===== config.mk =====
export PLATFORM = sky130hd
export DESIGN_NAME = uart_rx
export DESIGN_NICKNAME = d
export VERILOG_FILES = /design/src/rtl/uart_pkg.sv /design/src/rtl/sync_2ff.sv /design/src/rtl/uart_rx.sv
export SDC_FILE = /design/constraint.sdc
export NUM_CORES = 1
export LEC_CHECK = 0
export BUFFER_PORTS_ARGS = -buffer_cell sky130_fd_sc_hd__buf_4
export CAP_MARGIN = 25
export CELL_PAD_IN_SITES_DETAIL_PLACEMENT = 0
export CELL_PAD_IN_SITES_GLOBAL_PLACEMENT = 1
export CORE_MARGIN = 1
export CORE_UTILIZATION = 44
export CTS_CLUSTER_DIAMETER = 60
export DETAILED_ROUTE_END_ITERATION = 10
export GPL_TIMING_DRIVEN = 0
export HOLD_SLACK_MARGIN = 0.03
export PLACE_DENSITY_LB_ADDON = 0.1
export SKIP_CTS_REPAIR_TIMING = 1
export SLEW_MARGIN = 20
export SYNTH_ARGS = -nofsm -noshare
export SYNTH_HDL_FRONTEND = slang
export SYNTH_SLANG_ARGS = --single-unit

===== constraint.sdc =====
create_clock -name clk -period 2.4 [get_ports clk]
set_input_delay 0.24 -clock clk [delete_from_list [all_inputs] [get_ports clk]]
set_output_delay 0.24 -clock clk [all_outputs]
set_load 0.005 [all_outputs]

===== src/rtl/uart_pkg.sv =====
// Shared UART types and constants for the receive path (and the transmitter once its baud constant migrates here).
// Latency: none; declarations and one combinational helper only.
// Backpressure: not applicable.
package uart_pkg;

  localparam int UART_DATA_BITS            = 8;
  localparam int UART_DEFAULT_CLKS_PER_BIT = 5208;  // 50 MHz / 9600 baud

  typedef enum logic [2:0] {
    IDLE,
    START,
    DATA,
    STOP,
    WAIT_IDLE
  } uart_rx_state_t;

  // 2-of-3 vote, used to reject single-cycle line glitches at sample points
  function automatic logic maj3(input logic [2:0] v);
    return (v[0] & v[1]) | (v[0] & v[2]) | (v[1] & v[2]);
  endfunction

endpackage


===== src/rtl/sync_2ff.sv =====
// Single-bit two-flop synchroniser for an asynchronous input; reset value is selectable.
// Latency: 2 clk cycles from input change to q.
// Backpressure: none; samples every cycle.
module sync_2ff #(
  parameter logic RESET_VAL = 1'b0
) (
  input  logic clk,
  input  logic reset,
  input  logic d,
  output logic q
);

  logic meta;

  // First flop may go metastable; second flop gives it a full cycle to settle
  always_ff @(posedge clk) begin
    if (reset) begin
      meta <= RESET_VAL;
      q    <= RESET_VAL;
    end else begin
      meta <= d;
      q    <= meta;
    end
  end

endmodule


===== src/rtl/uart_rx.sv =====
// 8N1 UART receiver presenting bytes on a valid/ready interface; build with UART_RX_MAJORITY_EN for 2-of-3 sample voting.
// Latency: rx_valid rises about 3 + CLKS_PER_BIT/2 + 9*CLKS_PER_BIT cycles after the rxd falling edge.
// Backpressure: one-byte holding register; a new byte overwrites an unconsumed one and pulses overrun.
module uart_rx
  import uart_pkg::*;
#(
  parameter  int CLKS_PER_BIT = UART_DEFAULT_CLKS_PER_BIT,
  localparam int CNT_W        = $clog2(CLKS_PER_BIT)
) (
  input  logic                      clk,
  input  logic                      reset,
  input  logic                      rxd,
  output logic [UART_DATA_BITS-1:0] rx_data,
  output logic                      rx_valid,
  input  logic                      rx_ready,
  output logic                      frame_err,
  output logic                      overrun
);

  // Start confirmation lands half a bit in; every later sample is one full bit apart
  localparam logic [CNT_W-1:0] HALF_LAST = CNT_W'(CLKS_PER_BIT / 2 - 1);
  localparam logic [CNT_W-1:0] BIT_LAST  = CNT_W'(CLKS_PER_BIT - 1);

  logic                      rxd_s;
  logic                      s;
  uart_rx_state_t            state;
  logic [CNT_W-1:0]          cnt;
  logic [2:0]                bidx;
  logic [UART_DATA_BITS-1:0] sr;

  // Line idles high, so the synchroniser resets to 1 to avoid a false start edge
  sync_2ff #(
    .RESET_VAL(1'b1)
  ) u_sync (
    .clk  (clk),
    .reset(reset),
    .d    (rxd),
    .q    (rxd_s)
  );

`ifdef UART_RX_MAJORITY_EN
  logic [2:0] h;

  // Rolling history of the last three synchronised line values
  always_ff @(posedge clk) begin
    if (reset) begin
      h <= 3'b111;
    end else begin
      h <= {h[1:0], rxd_s};
    end
  end

  assign s = maj3(h);
`else
  assign s = rxd_s;
`endif

  // Frame FSM: detect start, sample mid-bit, assemble byte and hand it off
  always_ff @(posedge clk) begin
    if (reset) begin
      state     <= IDLE;
      cnt       <= '0;
      bidx      <= '0;
      sr        <= '0;
      rx_data   <= '0;
      rx_valid  <= 1'b0;
      frame_err <= 1'b0;
      overrun   <= 1'b0;
    end else begin
      frame_err <= 1'b0;
      overrun   <= 1'b0;

      // Consumer handshake; a byte landing this same cycle re-asserts below
      if (rx_valid && rx_ready) begin
        rx_valid <= 1'b0;
      end

      case (state)
        IDLE: begin
          cnt <= '0;
          // Raw edge detect; the glitch filter is the half-bit confirm in START
          if (!rxd_s) begin
            state <= START;
          end
        end

        START: begin
          if (cnt == HALF_LAST) begin
            cnt  <= '0;
            bidx <= '0;
            state <= s ? IDLE : DATA;
          end else begin
            cnt <= cnt + CNT_W'(1);
          end
        end

        DATA: begin
          if (cnt == BIT_LAST) begin
            // LSB arrives first, so shift in from the top
            sr   <= {s, sr[UART_DATA_BITS-1:1]};
            cnt  <= '0;
            bidx <= bidx + 3'd1;
            if (bidx == 3'd7) begin
              state <= STOP;
            end
          end else begin
            cnt <= cnt + CNT_W'(1);
          end
        end

        STOP: begin
          if (cnt == BIT_LAST) begin
            cnt <= '0;
            if (s) begin
              rx_data  <= sr;
              rx_valid <= 1'b1;
              // Simultaneous consume frees the slot, so that case is not an overrun
              overrun  <= rx_valid && !rx_ready;
              state    <= IDLE;
            end else begin
              frame_err <= 1'b1;
              sr        <= '0;
              state     <= WAIT_IDLE;
            end
          end else begin
            cnt <= cnt + CNT_W'(1);
          end
        end

        WAIT_IDLE: begin
          // A held-low line (break) parks here so it cannot decode as 0x00 bytes
          if (rxd_s) begin
            state <= IDLE;
          end
        end

        default: begin
          state <= IDLE;
        end
      endcase
    end
  end

endmodule

=== Yosys cells after proc, flatten, opt, wreduce, memory -nomap -nowiden ===
Index checks and enable logic that the tools add are counted.

* Flip-flop bits (word level): 40
* Bits of input ports: 4
* Output and inout bits: 11
* Logic and storage cells: 67

* Add/subtract/negate cells: 2
* Eq/ne operators: 14
* Muxes and demuxes: 24
* Bitwise gates (word level): 3
* Reductions and logical operators: 14

{| class="wikitable"
|+ Operators by type and width
! operator !! number
|-
| $pmux W13 S3 || 1
|-
| $mux W3 || 9
|-
| $mux W13 || 2
|-
| $mux W8 || 3
|-
| $pmux W8 S2 || 1
|-
| $pmux W3 S5 || 1
|-
| $add A13 B1 Y13 const B || 1
|-
| $eq A13 B12 Y1 const B || 1
|-
| $eq A13 B13 Y1 const B || 1
|-
| $ne A2 B2 Y1 const B || 6
|-
| $eq A3 B2 Y1 const B || 2
|-
| $eq A3 B3 Y1 const B || 2
|-
| $pmux W3 S2 || 1
|-
| $reduce_and A3 Y1 || 2
|-
| $reduce_and A6 Y1 || 1
|-
| $mux W1 || 5
|-
| $reduce_and A4 Y1 || 1
|-
| $reduce_bool A2 Y1 || 2
|-
| $reduce_or A4 Y1 || 1
|-
| $add A3 B1 Y3 const B || 1
|-
| $eq A3 B1 Y1 const B || 1
|-
| $logic_not A3 Y1 || 1
|-
| $not A1 Y1 || 3
|-
| $reduce_bool A3 Y1 || 1
|-
| other kinds (6) || 7
|}

=== Depth between registers and ports, before layout ===
Gate-level depths: netlist of the first run.

* Depth in word-level cells: 5
* Depth in mapped cells: 7
* Gate-level depth less buffers: 6

=== Hierarchy ===
From an unflattened synthesis of the first run, not the netlist that was laid out.

* Cell total of the unflattened synthesis: 223
* Area total of the unflattened synthesis: 1901.8 um2

{| class="wikitable"
|+ By module, submodules not included
! module !! instances !! cells an instance !! area an instance (um2) !! sequential area each (um2)
|-
| uart_rx || 1 || 219 || 1849.3 || 760.7
|-
| sync_2ff || 1 || 4 || 52.6 || 40.0
|}

=== Worst setup path after synthesis of the first run ===
Ideal clock, no wire load.

* Kind: register to register
* Start point: register cnt[5]
* End point: register bidx[0]
* Library setup time: 72 ps
* Data arrival time: 1859 ps
* Data required time: 2328 ps
* Setup slack: 470 ps
* Cell stages (with the launch flop): 6
* Buffers on the path: 0
* Clock period less this slack: 1930 ps
* Cell sequence: dfxtp_1 or4b_4 nor4_4 nand3_2 a211oi_4 mux2i_1

* Cells in the longest elaborated chain, start to end: 3
* Elaborated cells on any way between the ends: 5
* Those cells by class: 4 x eq/ne; 1 x reduce/logical

{| class="wikitable"
|+ RTL lines
! what !! RTL line !! RTL
|-
| start, declared || uart_rx.sv:27 || <nowiki>logic [CNT_W-1:0] cnt;</nowiki>
|-
| start signal, assigned || uart_rx.sv:93 || <nowiki>cnt <= cnt + CNT_W'(1);</nowiki>
|-
| start signal, assigned || uart_rx.sv:107 || <nowiki>cnt <= cnt + CNT_W'(1);</nowiki>
|-
| start signal, assigned || uart_rx.sv:126 || <nowiki>cnt <= cnt + CNT_W'(1);</nowiki>
|-
| $eq A13 B13 Y1 / $eq A13 B12 Y1 (equally long branches) || uart_rx.sv:98, uart_rx.sv:88 ||
|-
| $ne A2 B2 Y1 (no line) || - ||
|-
| $reduce_and A3 Y1 (no line) * || - ||
|-
| end signal, assigned || uart_rx.sv:102 || <nowiki>bidx <= bidx + 3'd1;</nowiki>
|-
| end, declared || uart_rx.sv:28 || <nowiki>logic [2:0] bidx;</nowiki>
|}

Mark *: on every way between the ends. The rest lies on a longest branch, timed or not.
A chain may end at the register's enable or synchronous reset.

=== Worst setup path after layout of the first run ===
* Start point: register cnt[0]
* End point: register bidx[0]

Same word-level chain as after synthesis.

==> summary.txt, run 1 <==
STA
  • Fmax: ~0.45 GHz
  • RSZ-0062 raised after global routing: no
  • Max Slew Vio Count: 0
  • Final worst-path cycle share: 92.7%
  • Period minus WS final: 2.22 ns
  • Slew margin rel.: 58.5%
  • Final hold vios: 0
  • Hold slack: 0.124 ns
  • Final WS setup: 0.176 ns
  • Clk_skew: 0.00435 ns
  • Least-Margin Pin Slew: 0.623 ns
  • Final setup viols: 0
  • Setup TNS: 0 ns

Global routing
  • Initial antenna violation count: 0
  • Busiest grt layer: met2
  • Total GRT Usage: 20.4%
  • First-pass GRT wire length: 6710 µm
  • Number of global-route vias before repair: between 1,000 and 1,500
  • Largest net degree at the start of global routing: 13
  • M1 GR Usage: 24.1%
  • M3 GR Usage: 5.82%
  • Total gr overflow: 0
  • M2 GR Usage: 33.8%

Place
  • Post-DP HPWL: 2780 µm
  • Post-place instance area: 2000 µm²
  • GPL Wtd Cong: 0.811
  • Pre-CTS setup slack: 0.0922 ns
  • Placed cells: 272
  • Port Buffers: 13

Synthesis
  • Sequential area share after synthesis: 43.5%
  • Synth top area share: between 40% and 50%
  • Async S/R FF share, synth: 0%
  • Area leader, netlist: dfxtp_1
  • #FFs+latches synth: 40
  • Commonest cells in the netlist: dfxtp_1, nor2_1, nand2_1
  • Synth area leaders: dfxtp_1, mux2i_1, nor2_1
  • Yosys warnings: 0
  • Post-Syn Nets: roughly 220
  • Mean Syn Cell Area: 8.81 µm²
  • Top FF cell, synth: dfxtp_1
  • Gate Count Post-Synth: 209
  • Top-count cell post-synth: dfxtp_1
  • Netlist cell types: 44
  • Synth Cell Area: 1840 µm²
  • Post-synth EDFFs: 0

Routing
  • Initial DRC count: 80
  • Wire per inst: 14.3 µm
  • DR pass1 iterations: 4
  • Vias: 1,543
  • Antenna viol nets, final: 0
  • Vias per inst: 5.51
  • Remaining DRCs: 0
  • Drt total wl: 4000 µm

Die
  • Die height: 66.7 µm
  • Initial core utilization: 46.0%
  • IO Count: 15
  • Die area: between 4000 and 5000 µm²
  • Floorplan core area: 4000 µm²
  • Row count: 23
  • DIE WIDTH: 66.7 µm

Setup path
  • CP max stage delay: roughly 0.52 ns
  • Crit Path Category: reg -> reg
  • Critical Path Start Type: flop
  • CP Capture Type: flop
  • Crit path cell chain: ha_1, nand3b_1, nor4_1, nor2_1, a211oi_4, mux2i_1
  • Slowest cell on crit path: nor4_1
  • Worst Path Max Fanout: 7
  • Critical Path RT: 2.62 ns
  • Critical path arrival: 2.45 ns

Finish
  • Nets: 236
  • Layout area overhead: 15.0%
  • N_diodes: 0
  • Design Area, Final: 2120 µm²
  • Fin util: 52.9%
  • Fillers: roughly 360
  • Layout cells sized above 1: 12.6%
  • Post-Layout Cell Count: 280

Pwr
  • VDD IR max: between 200 and 300 µV
  • LEAKAGE: ~0.76 nW
  • Final Total Pwr: ~1.4 mW
  • Power Density: 657 nW/µm²

CTS
  • Clock Latency Late Sink: 0.29 ns
  • CTS sink count: 40
  • Clock transition at path regs: 0.07 ns
  • H-tree lvl count: 2
  • CTS max path bufs: 2
  • CTS tree: done
  • Clk root buf: clkbuf_8
  • Num CTS Buffers: 5

Worst hold path
  • Min-Delay Path Class: in -> reg

Job
  • Max_cap viols: 0

Status
  • Status: completed
state kept, by name, summed over array words and instances, names as in the netlist:
name,count
u_sync.q,1
rx_data,8
rx_valid,1
u_sync.meta,1
sr,8
bidx,3
frame_err,1
overrun,1
cnt,13
state,3
placed cells by master (no fill, tap or decap), drive strengths merged, types with 2 or more instances in the layout:
cell type and n:
nand4b 2, nand2b 8, ha 3, dfxtp 40, nor3 4, nor4 5, inv 3, o21ai 2
o22ai 5, nand4bb 2, and4 2, xnor2 4, clkbuf 15, mux2i 11, a21oi 12, nand3 14
xor2 7, nand4 5, or2 3, nor2 26, a211oi 3, clkinv 2, buf 15, nand2 23
final timing paths:
check | start | endpoint | slack, ns | cells past startpoint
hold reg to reg | u_sync.meta$_SDFF_PP1_ | u_sync.q$_SDFF_PP1_ | 0.42 | 1
setup / recovery | cnt[0]$_SDFFE_PP0P_ | bidx[0]$_SDFFE_PP0P_ | 0.18 | 6
setup reg to reg | cnt[0]$_SDFFE_PP0P_ | bidx[0]$_SDFFE_PP0P_ | 0.18 | 6
hold / removal | rxd | u_sync.meta$_SDFF_PP1_ | 0.12 | 2
logic make-up (layout without fill, tap and decap cells):
family          Yosys count  in the layout  share of synthesized area (%)
flops                    40             40                           43.5
fa+ha+maj                 3              3                           2.04
compound gates           29             29                           10.7
xor+xnor                 11             11                           5.23
simple gates            100            100                           29.4
buf+inv                  15             36                           3.13
mux                      11             11                           5.98
critical path, delay by kind of cell, from the launching register on:
kind,cells,cell delay [ns]
and+or+nand+nor,3,0.82
DFF,1,0.43
AOI/OAI and AO/OA,1,0.34
adders and majority gates,1,0.33
muxes,1,0.22
where the power goes:
group / leakage [nW] / switching (mW) / internal (mW)
Combinational: 0.387 / 0.0998 / 0.0550
Clock: 0.0552 / 0.232 / 0.308
Sequential: 0.323 / 0.0168 / 0.679
metal layers:
layer / vias up / wire, µm / share of wire, %
met5: - / 0 / 0
met4: 0 / 85 / 2.1
met3: 8 / 166 / 4.2
met2: 32 / 1890 / 47
met1: 728 / 1850 / 46
li1: 775 / - / -
area by class of cell:
class / count / area, µm² / area share (%)
inverters: 4 / 15.0 / 0.709
multi-input cells: 154 / 991 / 46.8
well taps: 50 / 62.6 / 2.96
clock buffers: 6 / 72.6 / 3.43
repair buffers: 13 / 97.6 / 4.61
flip-flops and latches: 40 / 801 / 37.8
clock inverters: 2 / 35.0 / 1.65
plain buffers: 11 / 42.5 / 2.01
No activity file was read; power rests on OpenSTA's default activity.
==> run 2, diff against run 1 <==
- BUFFER_PORTS_ARGS: -buffer_cell sky130_fd_sc_hd__buf_4 -> -buffer_cell sky130_fd_sc_hd__buf_2
==> run 2 against run 1 <==
Count of clock-buffer cells in the layout fell by 1; largest cell class unchanged; register-to-register slack improved by 0.06 ns; sequential cell count did not move.
==> summary.txt, run 2 (synthesized netlist as in run 1, its figures left out) <==
Status
  • Status: completed

Global routing
  • Busiest grt layer: met2
  • Largest net degree at the start of global routing: 13
  • Total gr overflow: 0
  • M1 GR Usage: 24.8%
  • First-pass GRT wire length: 6800 µm
  • M2 GR Usage: 33.8%
  • M3 GR Usage: 5.82%
  • Number of global-route vias before repair: 1,508
  • Total GRT Usage: 20.6%
  • Initial antenna violation count: 0

Place
  • GPL Wtd Cong: 0.793
  • Pre-CTS setup slack: roughly 0.035 ns
  • Post-DP HPWL: about 2800 µm
  • Port Buffers: 13

Worst hold path
  • Min-Delay Path Class: in -> reg
  • Hold path endpoint: u_sync.meta$_SDFF_PP1_
  • WHS Path Cells: 2
  • Worst hold start: rxd

Setup path
  • Worst Path Max Fanout: 7
  • Critical path arrival: 2.38 ns
  • CP bufs+invs: 0
  • Crit-path leading delay family: simple AND/OR/NAND/NOR gates
  • Worst setup path start: cnt[5]$_SDFFE_PP0P_
  • Reg2reg end: bidx[0]$_SDFFE_PP0P_
  • R2R Path Start: cnt[5]$_SDFFE_PP0P_
  • Critical Path Start Type: flop
  • CP max stage delay: 0.57 ns
  • Crit Path Category: reg -> reg
  • Worst reg2reg setup slack: 0.23 ns
  • Reg2Reg Depth: 5
  • Crit path cell chain: or4b_4, nor4_4, nand3_2, a211oi_4, mux2i_1
  • Slowest cell on crit path: or4b_4
  • Critical Path RT: 2.62 ns
  • CP Capture Type: flop

CTS
  • H-tree lvl count: 2
  • Clock Latency Late Sink: 0.29 ns
  • Clk root buf: clkbuf_8
  • CTS sink count: 40
  • Num CTS Buffers: 5
  • CTS tree: done
  • CTS max path bufs: 2
  • Clock transition at path regs: 0.08 ns

Routing
  • Remaining DRCs: 0
  • Vias: roughly 1,500
  • Vias per inst: 5.51
  • Wire per inst: around 14 µm
  • DR pass1 iterations: 4
  • Antenna viol nets, final: 0
  • Initial DRC count: 84
  • Drt total wl: 4030 µm

Pwr
  • LEAKAGE: around 0.78 nW
  • Final Total Pwr: 1.49 mW
  • Switching share of total power: 23.3%
  • Sequential group share of total power: 46.7%
  • Clock power share: 42.9%
  • VDD IR max: 312 µV
  • Switching power: 0.347 mW
  • Combinational power share: 10.4%
  • Power Density: about 700 nW/µm²
  • Internal power: 1.14 mW

Finish
  • Largest regs: cnt x13, rx_data x8, sr x8
  • Most common cell after layout, fill and taps aside: dfxtp_1
  • Layout area overhead: 15.6%
  • Nets: roughly 240
  • Fin util: around 53%
  • Layout cells sized above 1: 13.9%
  • Largest Register: cnt
  • Most frequent cells in the layout: dfxtp_1, nor2_1, nand2_1, buf_2, nand3_1
  • N_diodes: 0
  • Max reg flops: 13

STA
  • Clk_skew: roughly 0.0071 ns
  • Final hold vios: 0
  • Final setup viols: 0
  • Period minus WS final: ~2.2 ns
  • Max Slew Vio Count: 0
  • Final worst-path cycle share: approximately 90%
  • Setup TNS: 0 ns
  • Slew margin rel.: 57.6%
  • Hold slack: between 0.1 and 0.15 ns
  • Final WS setup: about 0.23 ns
  • Fmax: 0.462 GHz
  • Least-Margin Pin Slew: roughly 0.64 ns
  • RSZ-0062 raised after global routing: no

Die
  • IO Count: 15
  • Row count: 23
  • Floorplan core area: 4000 µm²
  • Die height: 66.7 µm
  • Initial core utilization: 46.0%
  • DIE WIDTH: 66.7 µm
  • Die area: 4450 µm²

Job
  • Max_cap viols: 0
run 2: changes by cell type in the layout (fill, tap and decap cells not counted):
cell	delta
bufinv_16	+1
buf_4	-11
clkbuf_1	-1
nor4_1	-1
clkinv_2	-1
nor4_2	+1
buf_2	+13
run 2: how the worst max path moves through the flow:
| stage | to | slack [ns] | cells past startpoint |
|---|---|---|---|
| global placement | rx_data[1]$_SDFFE_PP0P_ | 0.13 | 7 |
| detailed placement | rx_data[0]$_SDFFE_PP0P_ | 0.03 | 7 |
| floorplan | bidx[0]$_SDFFE_PP0P_ | 0.47 | 5 |
| global route | cnt[4]$_SDFFE_PP0P_ | 0.02 | 7 |
| CTS | rx_data[1]$_SDFFE_PP0P_ | -0.002 | 7 |
| finish | bidx[0]$_SDFFE_PP0P_ | 0.23 | 5 |
run 2: worst register-to-register path, stage by stage, from the launching register on:
cell,delay (ns)
dfxtp_1,0.38
or4b_4,0.57
nor4_4,0.42
nand3_2,0.15
a211oi_4,0.35
mux2i_1,0.23
run 2: metal layers:
| metal | vias to the layer above | share of wire, % | wire, µm |
|---|---|---|---|
| li1 | 779 | - | - |
| met2 | 43 | 48 | 1930 |
| met5 | - | 0 | 0 |
| met4 | 0 | 1.7 | 69 |
| met3 | 7 | 5.0 | 201 |
| met1 | 719 | 45 | 1830 |
run 2: power groups by stage:
stage	clock, mW	combinational (mW)	sequential [mW]
final	0.639	0.155	0.695
after global routing	0.691	0.172	0.698
after CTS	0.649	0.153	0.695
after detailed placement	0	0.153	0.710
after global placement	0	0.148	0.709
after floorplan	0	0.121	0.706
run 2: area by class of cell:
type,count,area [µm²]
Clock inverter,2,60.1
Inverter,4,15.0
Buffer,11,42.5
Clock buffer,5,68.8
Multi-Input combinational cell,154,997
Fill cell,364,1870
Tap cell,50,62.6
Sequential cell,40,801
Timing Repair Buffer,15,80.1
run 2: metrics by stage:
step,std cells,area (µm²)
floorplan,209,1840
global placement,272,1970
detailed placement,272,1970
CTS,279,2100
global route,281,2130
finish,281,2130
